### src/rtl/bomb_pkg.sv
`default_nettype none
// ============================================================================
// Module   : bomb_pkg
// Purpose  : Shared state encoding, default constants and a counter-width
//            helper for the time-bomb countdown controller.
// Revision : 1.0 - initial release
// ============================================================================
package bomb_pkg;

  // Controller states, explicitly 3 bits wide
  typedef enum logic [2:0] {
    ST_IDLE    = 3'd0,
    ST_LOAD    = 3'd1,
    ST_RUNNING = 3'd2,
    ST_PAUSED  = 3'd3,
    ST_EXPLODE = 3'd4,
    ST_DEFUSED = 3'd5
  } bomb_state_t;

  // Board clock and the countdown start value shown on the display
  localparam int CLK_FREQ_HZ  = 31_500_000;
  localparam int BOMB_SECONDS = 99;

  // Bits needed to count 0..n-1; a single bit even when n is 1
  function automatic int cnt_width(input int n);
    return (n > 1) ? $clog2(n) : 1;
  endfunction

endpackage
`default_nettype wire

### src/rtl/tick_prescaler.sv
`default_nettype none
// ============================================================================
// Module   : tick_prescaler
// Purpose  : Free-running modulo-TICK_DIV counter that emits a registered
//            one-cycle tick each time it wraps. Holds its value while run
//            is low; clear returns it to zero.
// Revision : 1.0 - initial release
// ============================================================================
module tick_prescaler
  import bomb_pkg::*;
#(
  parameter int TICK_DIV = 4
) (
  input  logic clk,
  input  logic reset,
  input  logic clear,
  input  logic run,
  output logic tick
);

  localparam int             c_w    = cnt_width(TICK_DIV);
  localparam logic [c_w-1:0] c_last = c_w'(TICK_DIV - 1);

  logic [c_w-1:0] r_cnt;
  logic           r_tick;

  // Count while running, wrap at TICK_DIV-1 and register the wrap as the tick
  always_ff @(posedge clk or posedge reset) begin
    if (reset) begin
      r_cnt  <= '0;
      r_tick <= 1'b0;
    end else if (clear) begin
      r_cnt  <= '0;
      r_tick <= 1'b0;
    end else if (run) begin
      r_cnt  <= (r_cnt == c_last) ? '0 : r_cnt + 1'b1;
      r_tick <= (r_cnt == c_last);
    end else begin
      r_tick <= 1'b0;
    end
  end

  assign tick = r_tick;

endmodule
`default_nettype wire

### src/rtl/bomb_countdown_ctrl.sv
`default_nettype none
// ============================================================================
// Module   : bomb_countdown_ctrl
// Purpose  : Control FSM around the 99->0 BCD countdown counter. Drives the
//            counter load/enable, generates the per-second count tick and
//            produces explode / defused / warning / blink display flags.
// Revision : 1.0 - initial release
// ============================================================================
module bomb_countdown_ctrl
  import bomb_pkg::*;
#(
  parameter int TICK_DIV       = CLK_FREQ_HZ,
  parameter int EXPLODE_CYCLES = 2 * CLK_FREQ_HZ,
  parameter int BLINK_DIV      = CLK_FREQ_HZ / 4
) (
  input  logic       clk,
  input  logic       reset,
  input  logic       arm,
  input  logic       pause,
  input  logic       defuse,
  input  logic [3:0] countL,
  input  logic [3:0] countH,
  input  logic       tc,
  output logic       loadN,
  output logic       enable1,
  output logic       enable2,
  output logic       explode,
  output logic       defused,
  output logic       warning,
  output logic       blink
);

  localparam int            c_ew       = cnt_width(EXPLODE_CYCLES);
  localparam logic [c_ew-1:0] c_exp_last = c_ew'(EXPLODE_CYCLES - 1);

  bomb_state_t     r_state;
  bomb_state_t     w_next;
  logic [c_ew-1:0] r_exp_cnt;

  logic r_loadN;
  logic r_enable2;
  logic r_explode;
  logic r_defused;
  logic r_warning;
  logic r_blink;

  logic w_active_now;
  logic w_active_nxt;
  logic w_warn_nxt;
  logic w_tick_run;
  logic w_tick_clr;
  logic w_tick;
  logic w_blink_tick;

  // The low digit only feeds the display; nothing here depends on it
  logic w_unused_countl;
  assign w_unused_countl = &{1'b0, countL};

  // State register
  always_ff @(posedge clk or posedge reset) begin
    if (reset) r_state <= ST_IDLE;
    else       r_state <= w_next;
  end

  // Next state plus the next values of every registered output
  always_comb begin
    w_next = r_state;
    case (r_state)
      ST_IDLE:    if (arm) w_next = ST_LOAD;
      ST_LOAD:    w_next = ST_RUNNING;
      ST_RUNNING: begin
        // Reaching 00 wins over any operator input
        if (tc)          w_next = ST_EXPLODE;
        else if (defuse) w_next = ST_DEFUSED;
        else if (pause)  w_next = ST_PAUSED;
      end
      ST_PAUSED: begin
        if (defuse)     w_next = ST_DEFUSED;
        else if (pause) w_next = ST_RUNNING;
      end
      ST_EXPLODE: if (r_exp_cnt == c_exp_last) w_next = ST_IDLE;
      ST_DEFUSED: if (arm) w_next = ST_LOAD;
      default:    w_next = ST_IDLE;
    endcase

    w_active_now = (r_state == ST_RUNNING) || (r_state == ST_PAUSED);
    w_active_nxt = (w_next  == ST_RUNNING) || (w_next  == ST_PAUSED);
    // Requiring the current state to be active too skips the LOAD cycle,
    // where the counter still shows its previous (possibly < 10) value
    w_warn_nxt   = w_active_now && w_active_nxt && (countH == 4'd0) && !tc;

    // The prescaler only advances in cycles that stay RUNNING, so a pause,
    // defuse or terminal count in this cycle can never register a tick
    w_tick_run   = (r_state == ST_RUNNING) && (w_next == ST_RUNNING);
    w_tick_clr   = (r_state == ST_LOAD);
  end

  // Registered outputs and the explode-duration counter
  always_ff @(posedge clk or posedge reset) begin
    if (reset) begin
      r_exp_cnt <= '0;
      r_loadN   <= 1'b1;
      r_enable2 <= 1'b0;
      r_explode <= 1'b0;
      r_defused <= 1'b0;
      r_warning <= 1'b0;
      r_blink   <= 1'b0;
    end else begin
      r_exp_cnt <= ((r_state == ST_EXPLODE) && (w_next == ST_EXPLODE)) ?
                   r_exp_cnt + 1'b1 : '0;
      r_loadN   <= (w_next != ST_LOAD);
      r_enable2 <= (w_next == ST_RUNNING);
      r_explode <= (w_next == ST_EXPLODE);
      r_defused <= (w_next == ST_DEFUSED);
      r_warning <= w_warn_nxt;
      r_blink   <= w_warn_nxt ? (r_blink ^ w_blink_tick) : 1'b0;
    end
  end

  // Once-per-second count tick for the counter
  tick_prescaler #(
    .TICK_DIV (TICK_DIV)
  ) u_count_tick (
    .clk   (clk),
    .reset (reset),
    .clear (w_tick_clr),
    .run   (w_tick_run),
    .tick  (w_tick)
  );

  // Blink half-period divider, idle and cleared while no warning is shown
  tick_prescaler #(
    .TICK_DIV (BLINK_DIV)
  ) u_blink_tick (
    .clk   (clk),
    .reset (reset),
    .clear (!r_warning),
    .run   (r_warning),
    .tick  (w_blink_tick)
  );

  assign loadN   = r_loadN;
  assign enable1 = w_tick;
  assign enable2 = r_enable2;
  assign explode = r_explode;
  assign defused = r_defused;
  assign warning = r_warning;
  assign blink   = r_blink;

endmodule
`default_nettype wire
### config.mk
export PLATFORM = sky130hd
export DESIGN_NAME = bomb_countdown_ctrl
export DESIGN_NICKNAME = d
export VERILOG_FILES = /design/src/rtl/bomb_pkg.sv /design/src/rtl/tick_prescaler.sv /design/src/rtl/bomb_countdown_ctrl.sv
export SDC_FILE = /design/constraint.sdc
export NUM_CORES = 1
export LEC_CHECK = 0
export ABC_AREA = 0
export CAP_MARGIN = 30
export CORE_MARGIN = 2
export CORE_UTILIZATION = 35
export CTS_BUF_LIST = sky130_fd_sc_hd__clkbuf_4 sky130_fd_sc_hd__clkbuf_8
export CTS_CLUSTER_SIZE = 20
export DETAILED_ROUTE_END_ITERATION = 12
export DONT_BUFFER_PORTS = 1
export PLACE_DENSITY = 0.54
export SETUP_SLACK_MARGIN = 0.2
export SLEW_MARGIN = 25
export SYNTH_ARGS = -nofsm -noshare
export SYNTH_HDL_FRONTEND = slang
export SYNTH_HIERARCHICAL = 1
export SYNTH_SLANG_ARGS = --single-unit
### constraint.sdc
create_clock -name clk -period 2.2 [get_ports clk]
set_input_delay 0.44 -clock clk [delete_from_list [all_inputs] [get_ports clk]]
set_output_delay 0.44 -clock clk [all_outputs]
set_load 0.05 [all_outputs]
; Word-level counts from Yosys, hierarchy flattened
; Cells that the tools add are included.
[op_classes]
n_addsub = 3
n_eq_ne = 13
n_mux = 18
bitwise = 1
reduce_logical = 12
[ops]
columns = cell, n
row1 = 25-bit two-way mux, 3
row2 = 23-bit two-way mux, 2
row3 = "26-bit by 1-bit adder with 26-bit output, second input constant", 1
row4 = "26-bit == test, second input constant", 1
row5 = 26-bit two-way mux, 1
row6 = "25-bit by 1-bit adder with 25-bit output, second input constant", 1
row7 = "25-bit == test, second input constant", 1
row8 = "23-bit by 1-bit adder with 23-bit output, second input constant", 1
row9 = "23-bit == test, second input constant", 1
row10 = 3-bit two-way mux, 7
row11 = 3-bit case mux with 5 select lines, 1
row12 = "3-bit by 2-bit == test with 1-bit output, second input constant", 4
row13 = "3-bit == test, second input constant", 4
row14 = 1-bit logical AND, 5
row15 = 4-bit logical NOT, 1
row16 = 1-bit two-way mux, 4
row17 = "3-bit by 1-bit == test with 1-bit output, second input constant", 1
row18 = 3-bit logical NOT, 1
row19 = "3-bit by 1-bit inequality test with 1-bit output, second input constant", 1
row20 = 1-bit logical OR, 2
row21 = 2-bit nonzero test, 1
row22 = 2-bit OR reduction, 1
row23 = 1-bit logical NOT, 1
row24 = 1-bit bitwise XOR, 1
[totals]
reg_bits = 85
inputBits = 14
output_inout_bits = 7

; Longest topological paths before layout
; Gate-level depths: netlist of the first run.
[logic_depth]
ltp_word = 10
depth_mapped = 10
mapped_depth_nobuf = 10

; Cells and area by module
; Netlist of the first run, hierarchy kept.
[by_module_without_submodules]
columns = mod, instances, cells_each, area_per_inst_um2, seq_area_each_um2
row1 = bomb_countdown_ctrl, 1, 188, 1793.0, 877.1
row2 = tick_prescaler (u_count_tick), 1, 166, 1476.4, 650.6
row3 = tick_prescaler (u_blink_tick), 1, 151, 1357.6, 600.6

; Least setup slack after synthesis of the first run
; Ideal clock, no wire load.
[synth_timing]
path_type = register to register
startpoint = register r_state[0]
endpoint = register u_count_tick.r_cnt[18]
setup_time_ns = 0.078
t_arrival_ns = 2.307
required_ns = 2.122
path_slack_ns = -0.185
stages_incl_launch_ff = 10
n_path_buf = 1
cell_sequence = dfrtp_1 clkbuf_1 xor2_1 o221a_2 nor3_1 nand2_1 nor2_1 nand2_1 or4_1 a21oi_1
[synth_between]
elab_chain_cells = 7
[synth_rtl]
columns = item, line
row1 = "start, declared", bomb_countdown_ctrl.sv:36  ; bomb_state_t r_state;
row2 = "start signal, assigned", bomb_countdown_ctrl.sv:62  ; else r_state <= w_next;
row3 = 3-bit two-way mux, bomb_countdown_ctrl.sv:75  ; else if (pause) w_next = ST_PAUSED;
row4 = 3-bit two-way mux, bomb_countdown_ctrl.sv:74  ; else if (defuse) w_next = ST_DEFUSED;
row5 = 3-bit two-way mux, bomb_countdown_ctrl.sv:73  ; if (tc) w_next = ST_EXPLODE;
row6 = 3-bit case mux with 5 select lines, bomb_countdown_ctrl.sv:68  ; case (r_state)
row7 = 3-bit by 2-bit == test with 1-bit output, bomb_countdown_ctrl.sv:94  ; w_tick_run = (r_state == ST_RUNNING) && (w_next == ST_RUNNING);
row8 = 1-bit logical AND (*), bomb_countdown_ctrl.sv:94
row9 = named net w_tick_run, bomb_countdown_ctrl.sv:50  ; logic w_tick_run;
row10 = 2-bit nonzero test (no line) (*), n/a
row11 = "end signal, assigned", tick_prescaler.sv:36  ; r_cnt <= (r_cnt == c_last) ? '0 : r_cnt + 1'b1;
row12 = "end, declared", tick_prescaler.sv:24  ; logic [c_w-1:0] r_cnt;
; The timed path passes the listed nets; every way through them passes the cells marked *.
; A chain may end at the register's enable or synchronous reset.

; Final worst setup path of the first run
; Ends and elaborated chain as after synthesis.

==> results.cfg, run 1 <==
[outcome]
status = complete, no violations

[clock_network]
clk_latency_ns = 0.37
cts_buffer_depth = 2
clkTransAtPathRegs_ns = 0.08
tritoncts = done
numCtsBuffers = 9
cts.sinks = 85
htree_levels = 3
cts_root_buf = clkbuf_8

[power]
pwr-share-comb = 0.237
ir_drop_v = 0.000274
swShare = 0.311
seqPwrFrac = 0.468
powerDensity_nw_per_um2 = 655
pwr-share-clk = 0.295
leakagePower_nw = 2.27
intPower_w = 0.00262
power.switching_w = 0.00119

[sta]
max_freq_mhz = 483
fin_crit_ns = 2.07
post-route-period-util = 0.941
rsz0062_at_grt = yes
tightest_slew_ns = 0.549
timing.final.max_slew_violations = 0
setup-tns-final_ns = 0
maxSlewHeadroom = 0.634
hold_violations = 0
skew_ns = 0.0138
finalSetupViolCount = 0

[die]
top_level_ports = 21
die_area_um2 = 14200
core-area_um2 = 13100
dieWidth_um = 119
start_util = 0.354
die_h_um = 119
rows = 42

[finish]
final_nets = 578
layout-drive-gt1-share = 0.264
fillers = 1279
regArea_um2 = 2130
areaGrowthSynthToFinish_pct = 25.8
multi_input_area_um2 = 2620
fin_area_um2 = 5820
n_antenna_cell = 0

[setup_path]
r2r-start = r_state[0]
r2r_slack_ns = 0.13
crit_slowest_cell = dfrtp_2
reg2regPathDepth = 9
critPathLaunchType = flop
crit_type = reg -> reg
crit_arrival_ns = 2.36
crit_required_ns = 2.49
path_cells = xor2_1 > o221a_2 > nor3_4 > buf_6 > nand2_4 > nor2_4 > nand2_2 > or4_4 > a21oi_2
cp_max_fo = 4
end_kind = flop
critPathMaxStageDelay_ns = 0.42
worstReg2RegEnd = u_count_tick/r_cnt[18]

[logic_synthesis]
ys_seq_area_frac = 0.460
yosys_warnings = 6
syn_inst = 505
avgSynthCellArea_um2 = 9.16
synth_seq_cells = 85
ys.flop_type = dfrtp_1
synth_edf_count = 0
ys_types = 50
synthArstFlopShare = 1.00
syn-cell-area_um2 = 4630
synthesis.nets = 522

[detailed_routing]
num_vias = 4002
vias_per_cell = 5.40
drt_iter0_markers = 283
wire_per_inst_um = 15.4
drt_pre_antenna_iters = 4
route.detailed.drc = 0
routed_wl_um = 11400
antenna_left = 0

[flow_run]
max_cap_violations = 0

[grt]
gr-total-overflow = 0
antenna_found_initial = 0
grt_pass1_wl_um = 19300
grt_start_max_net_pins = 36
grt_pass1_vias = 3926
gr-usage-all-layers = 0.170

[place]
gp_congestion = 0.824
dp_hpwl_um = 7820
io_buffers = 0
dpl-instance-area_um2 = 5100

[min_path]
min_path_type = in -> async
==> through the flow <==
step | total power, W | util | instances | hold WS (ns) | worst slack, ns
floorplan | 0.00223 | - | 505 | 0.450 | 0.149
global placement | 0.00242 | 0.390 | 698 | 0.343 | 0.0268
detailed placement | 0.00243 | 0.390 | 698 | 0.337 | 0.0139
CTS | 0.00372 | 0.422 | 728 | 0.00687 | 0.0974
global route | 0.00404 | 0.445 | 741 | 0.0327 | 0.0491
finish | 0.00381 | 0.445 | 741 | 0.0219 | 0.131
==> cells in the final DEF (no fill, tap or decap), drive strengths merged, types with 17 or more instances in the layout <==
cell	n
a21oi	32
buf	66
dfrtp	84
nand2	40
nand3	24
nand4	30
nor2	58
nor3	19
nor4	17
o21ai	17
xnor2	19
xor2	22
==> how the worst max path moves through the flow <==
stage | startpoint | depth (start not counted) | to
6_report | r_state[0] | 9 | u_count_tick/r_cnt[18]
5_1_grt | r_state[0] | 9 | u_count_tick/r_cnt[22]
4_1_cts | r_state[0] | 9 | u_count_tick/r_cnt[18]
3_5_place_dp | r_state[0] | 8 | u_count_tick/r_cnt[23]
3_3_place_gp | r_state[0] | 9 | u_count_tick/r_cnt[11]
2_1_floorplan | r_state[0] | 9 | u_count_tick/r_cnt[18]
==> Yosys cell counts (3+ instances only) <==
cell type	count	area (µm²)
a21oi_1	32	160
a41oi_1	4	35.0
and2_1	4	25.0
and3_1	10	62.6
and4_1	7	61.3
buf_4	3	22.5
clkbuf_1	16	60.1
dfrtp_1	84	2100
ha_1	3	37.5
inv_1	11	41.3
nand2_1	40	150
nand2b_1	4	25.0
nand3_1	24	120
nand3b_1	3	22.5
nand4_1	30	188
nor2_1	58	218
nor2b_1	4	25.0
nor3_1	19	95.1
nor4_1	16	100
o2111ai_1	3	26.3
o211ai_1	3	22.5
o21ai_0	17	85.1
o31ai_1	11	82.6
or3_1	14	87.6
or4_1	14	105
xnor2_1	19	166
xor2_1	22	193
==> routing by layer <==
layer | part of all wire | up-vias | GRT usage
met5 | 0 | - | 0
met4 | 0.019 | 0 | 0.0818
met2 | 0.47 | 49 | 0.260
met3 | 0.034 | 15 | 0.0340
li1 | - | 1957 | -
met1 | 0.48 | 1981 | 0.229
==> power groups by stage <==
stage	registers, W	logic (W)	clock network, W
2_1_floorplan	0.00180	0.000435	0
3_3_place_gp	0.00181	0.000604	0
3_5_place_dp	0.00182	0.000615	0
4_1_cts	0.00178	0.000763	0.00118
5_1_grt	0.00179	0.000991	0.00126
6_report	0.00178	0.000905	0.00112
==> worst max-delay path: cells and delay by family, from the launching register on <==
family | cells | cell delay [ns]
AOI/OAI and AO/OA | 2 | 0.40
xor gates and xnor gates | 1 | 0.14
buffers and inverters | 1 | 0.17
DFF | 1 | 0.42
and+or+nand+nor | 5 | 0.87
==> what timing repair did <==
action | 4_1_cts | 5_1_grt
pin swaps | 16 | 21
hold buffers | 1 | 0
gates cloned | 1 | 1
resized for setup | 23 | 48
hold endpoints to repair | 9 | 0
setup endpoints to repair | 50 | 54
buffers inserted | 13 | 12
==> state kept, by name, summed over array words and instances, names as in the netlist <==
register,flops
defused,1
u_blink_tick/r_cnt,23
explode,1
blink,1
loadN,1
r_state,3
r_exp_cnt,26
u_count_tick/r_cnt,25
enable2,1
u_count_tick/tick,1
warning,1
u_blink_tick/tick,1
==> final cells by class <==
| type | count | area share |
|---|---|---|
| multi-input combinational | 384 | 0.451 |
| sequential | 85 | 0.366 |
| timing repair buffer | 68 | 0.103 |
| tap | 176 | 0.0378 |
| clock buffer | 13 | 0.0275 |
| inverter | 13 | 0.00881 |
| clock inverter | 2 | 0.00602 |
==> logic make-up after synthesis <==
family,synth area share
simple gates,0.301
xor+xnor,0.0776
compound gates,0.118
flops,0.460
buf+inv,0.0354
fa+ha+maj,0.00811
(Power assumes the default switching activity.)
==> inputs of run 2 (changes only) <==
--- a/config.mk
+++ b/config.mk
@@ -6,6 +6,7 @@
 export NUM_CORES = 1
 export LEC_CHECK = 0
 export ABC_AREA = 0
+export ABC_CLOCK_PERIOD_IN_PS = 2200
 export CAP_MARGIN = 30
 export CORE_MARGIN = 2
 export CORE_UTILIZATION = 35
@@ -15,7 +16,7 @@
 export DONT_BUFFER_PORTS = 1
 export PLACE_DENSITY = 0.54
 export SETUP_SLACK_MARGIN = 0.2
-export SLEW_MARGIN = 25
+export SLEW_MARGIN = 20
 export SYNTH_ARGS = -nofsm -noshare
 export SYNTH_HDL_FRONTEND = slang
 export SYNTH_HIERARCHICAL = 1
==> results of run 2 <==
The final DEF is identical to that of run 1; final timing and power are the same.
==> inputs of run 3 (changes only) <==
--- a/config.mk
+++ b/config.mk
@@ -6,15 +6,16 @@
 export NUM_CORES = 1
 export LEC_CHECK = 0
 export ABC_AREA = 0
-export ABC_CLOCK_PERIOD_IN_PS = 2200
+export ABC_CLOCK_PERIOD_IN_PS = 2500
 export CAP_MARGIN = 30
+export CORE_ASPECT_RATIO = 1.4
 export CORE_MARGIN = 2
 export CORE_UTILIZATION = 35
 export CTS_BUF_LIST = sky130_fd_sc_hd__clkbuf_4 sky130_fd_sc_hd__clkbuf_8
 export CTS_CLUSTER_SIZE = 20
 export DETAILED_ROUTE_END_ITERATION = 12
 export DONT_BUFFER_PORTS = 1
-export PLACE_DENSITY = 0.54
+export PLACE_DENSITY = 0.52
 export SETUP_SLACK_MARGIN = 0.2
 export SLEW_MARGIN = 20
 export SYNTH_ARGS = -nofsm -noshare
==> constraint.sdc (replaced) <==
create_clock -name clk -period 2.5 [get_ports clk]
set_input_delay 0.5 -clock clk [delete_from_list [all_inputs] [get_ports clk]]
set_output_delay 0.5 -clock clk [all_outputs]
set_load 0.05 [all_outputs]
==> run 3 against run 2 <==
  * Cell area down 10%
  * Critical endpoint unchanged
  * Via count decreased by 3.8%
  * Clock power about the same
  * Sequential share of layout area increased by 4.0 points
==> results.cfg, run 3 (synthesized netlist as in run 1, its figures left out) <==
[setup_path]
end_kind = flop
crit_type = reg -> reg
crit_required_ns = 2.80
critPathLaunchType = flop
cp_max_fo = 7
crit_arrival_ns = 2.48

[die]
core-area_um2 = 12900
start_util = 0.359
rows = 49
top_level_ports = 21
die_area_um2 = 14200
dieWidth_um = 101
die_h_um = 140

[power]
ir_drop_v = 0.000300
powerDensity_nw_per_um2 = 625
leakagePower_nw = 1.99

[clock_network]
htree_levels = 3
clk_latency_ns = 0.37
clkTransAtPathRegs_ns = 0.10
tritoncts = done
numCtsBuffers = 9
cts_buffer_depth = 2
cts_root_buf = clkbuf_8
cts.sinks = 85
hold_buffers = 0

[place]
dpl-instance-area_um2 = 4880
io_buffers = 0
preCtsSetupSlack_ns = 0.105
placed_cells = 656
gp_congestion = 0.895
dp_hpwl_um = 7540

[finish]
top_register = r_exp_cnt
final_nets = 539
fillers = 1288
largest_register_ffs = 26
n_antenna_cell = 0
layout_common_cells = 83 x dfrtp_1, 56 x nor2_1, 39 x nand2_1, 31 x a21oi_1, 30 x nand4_1
final_common_cell = dfrtp_1
final_cells = 680
layout-drive-gt1-share = 0.129
fin_area_um2 = 5240
largest_registers = r_exp_cnt (26), u_count_tick/r_cnt (25), u_blink_tick/r_cnt (23)
areaGrowthSynthToFinish_pct = 13.1

[grt]
grt_start_max_net_pins = 36
grt_pass1_vias = 3808
gr-total-overflow = 0
antenna_found_initial = 0
gr-usage-all-layers = 0.163
grt_pass1_wl_um = 18700

[detailed_routing]
routed_wl_um = 10800
num_vias = 3850
drt-met1-wl_um = 4700
met3_length_um = 466
wl_met2_um = 5530
wire_per_inst_um = 15.9
antenna_left = 0
route.detailed.drc = 0
drt_iter0_markers = 238
top_layer = met4
vias_per_cell = 5.66
drt_pre_antenna_iters = 5

[sta]
post-route-period-util = 0.874
max_freq_mhz = 458
setup-tns-final_ns = 0
timing.final.max_slew_violations = 0
finalSetupViolCount = 0
hold-worst-slack_ns = 0.0752
fin_crit_ns = 2.19
maxSlewHeadroom = 0.642
rsz0062_at_grt = no
setup_slack_ns = 0.314
skew_ns = 0.0177
hold_violations = 0
tightest_slew_ns = 0.537

[min_path]
min_path_type = in -> async

[flow_run]
max_cap_violations = 0

[outcome]
status = complete, no violations
-- run 3: changes by cell type in the layout (fill, tap and decap cells not counted), moves of 3 or more --
cell,previous run,this run
buf_6,6,2
clkbuf_4,3,0
nor4_4,4,1
nor4_1,11,15
nor2_1,48,56
nor2_4,8,0
a21oi_1,17,31
a21oi_2,15,1
or4_4,5,2
buf_4,57,25
or4_1,11,14
-- run 3: layout make-up --
cell class / instances / area (µm²) / area share
Multi-Input combinational cell: 384 / 2390 / 0.457
Sequential cell: 85 / 2130 / 0.407
Timing Repair Buffer: 29 / 240 / 0.0459
Tap cell: 153 / 191 / 0.0366
Clock buffer: 10 / 138 / 0.0263
Clock inverter: 6 / 92.6 / 0.0177
Inverter: 13 / 48.8 / 0.00932
-- run 3: power breakdown --
part           total, W  switching (W)  internal, W
sequential      0.00158       0.000135      0.00144
clock           0.00114       0.000539     0.000598
combinational  0.000557       0.000338     0.000218
total           0.00327        0.00101      0.00226
-- run 3: final timing paths --
check | depth (start not counted) | slack, ns | to | from
max in group asynchronous | 2 | 2.03 | loadN | reset
worst min register to register | 1 | 0.49 | r_exp_cnt[0] | r_exp_cnt[0]
worst max-delay path | 9 | 0.31 | u_count_tick/r_cnt[18] | r_state[0]
worst max register to register | 9 | 0.31 | u_count_tick/r_cnt[18] | r_state[0]
min in group clk | 1 | 0.20 | blink | countH[2]
worst min-delay path | 2 | 0.08 | u_count_tick/r_cnt[2] | reset
-- run 3: critical path, stage by stage (launching register included) --
cell       delay, ns
dfrtp_2         0.45
buf_6           0.14
o221a_4         0.29
nor3_4          0.18
clkbuf_16       0.17
nand2_1         0.09
nor2_2          0.13
nand2_1         0.11
or4_1           0.41
a21oi_1         0.16
-- run 3: repair_timing --
item                       CTS  global route
pin swaps                    1             3
setup buffers                3             5
setup endpoints to repair    2            18
resized for setup            1            16
-- run 3: stage by stage --
step,power (W),utilization
CTS,0.00324,0.399
global placement,0.00204,0.379
global route,0.00345,0.407
finish,0.00327,0.407
detailed placement,0.00206,0.379
floorplan,0.00193,-
-- run 3: routing by layer --
metal	track usage	vias up
met1	0.205	1882
met2	0.269	68
li1	-	1889
met3	0.0419	11
met5	0	-
met4	0.0555	0
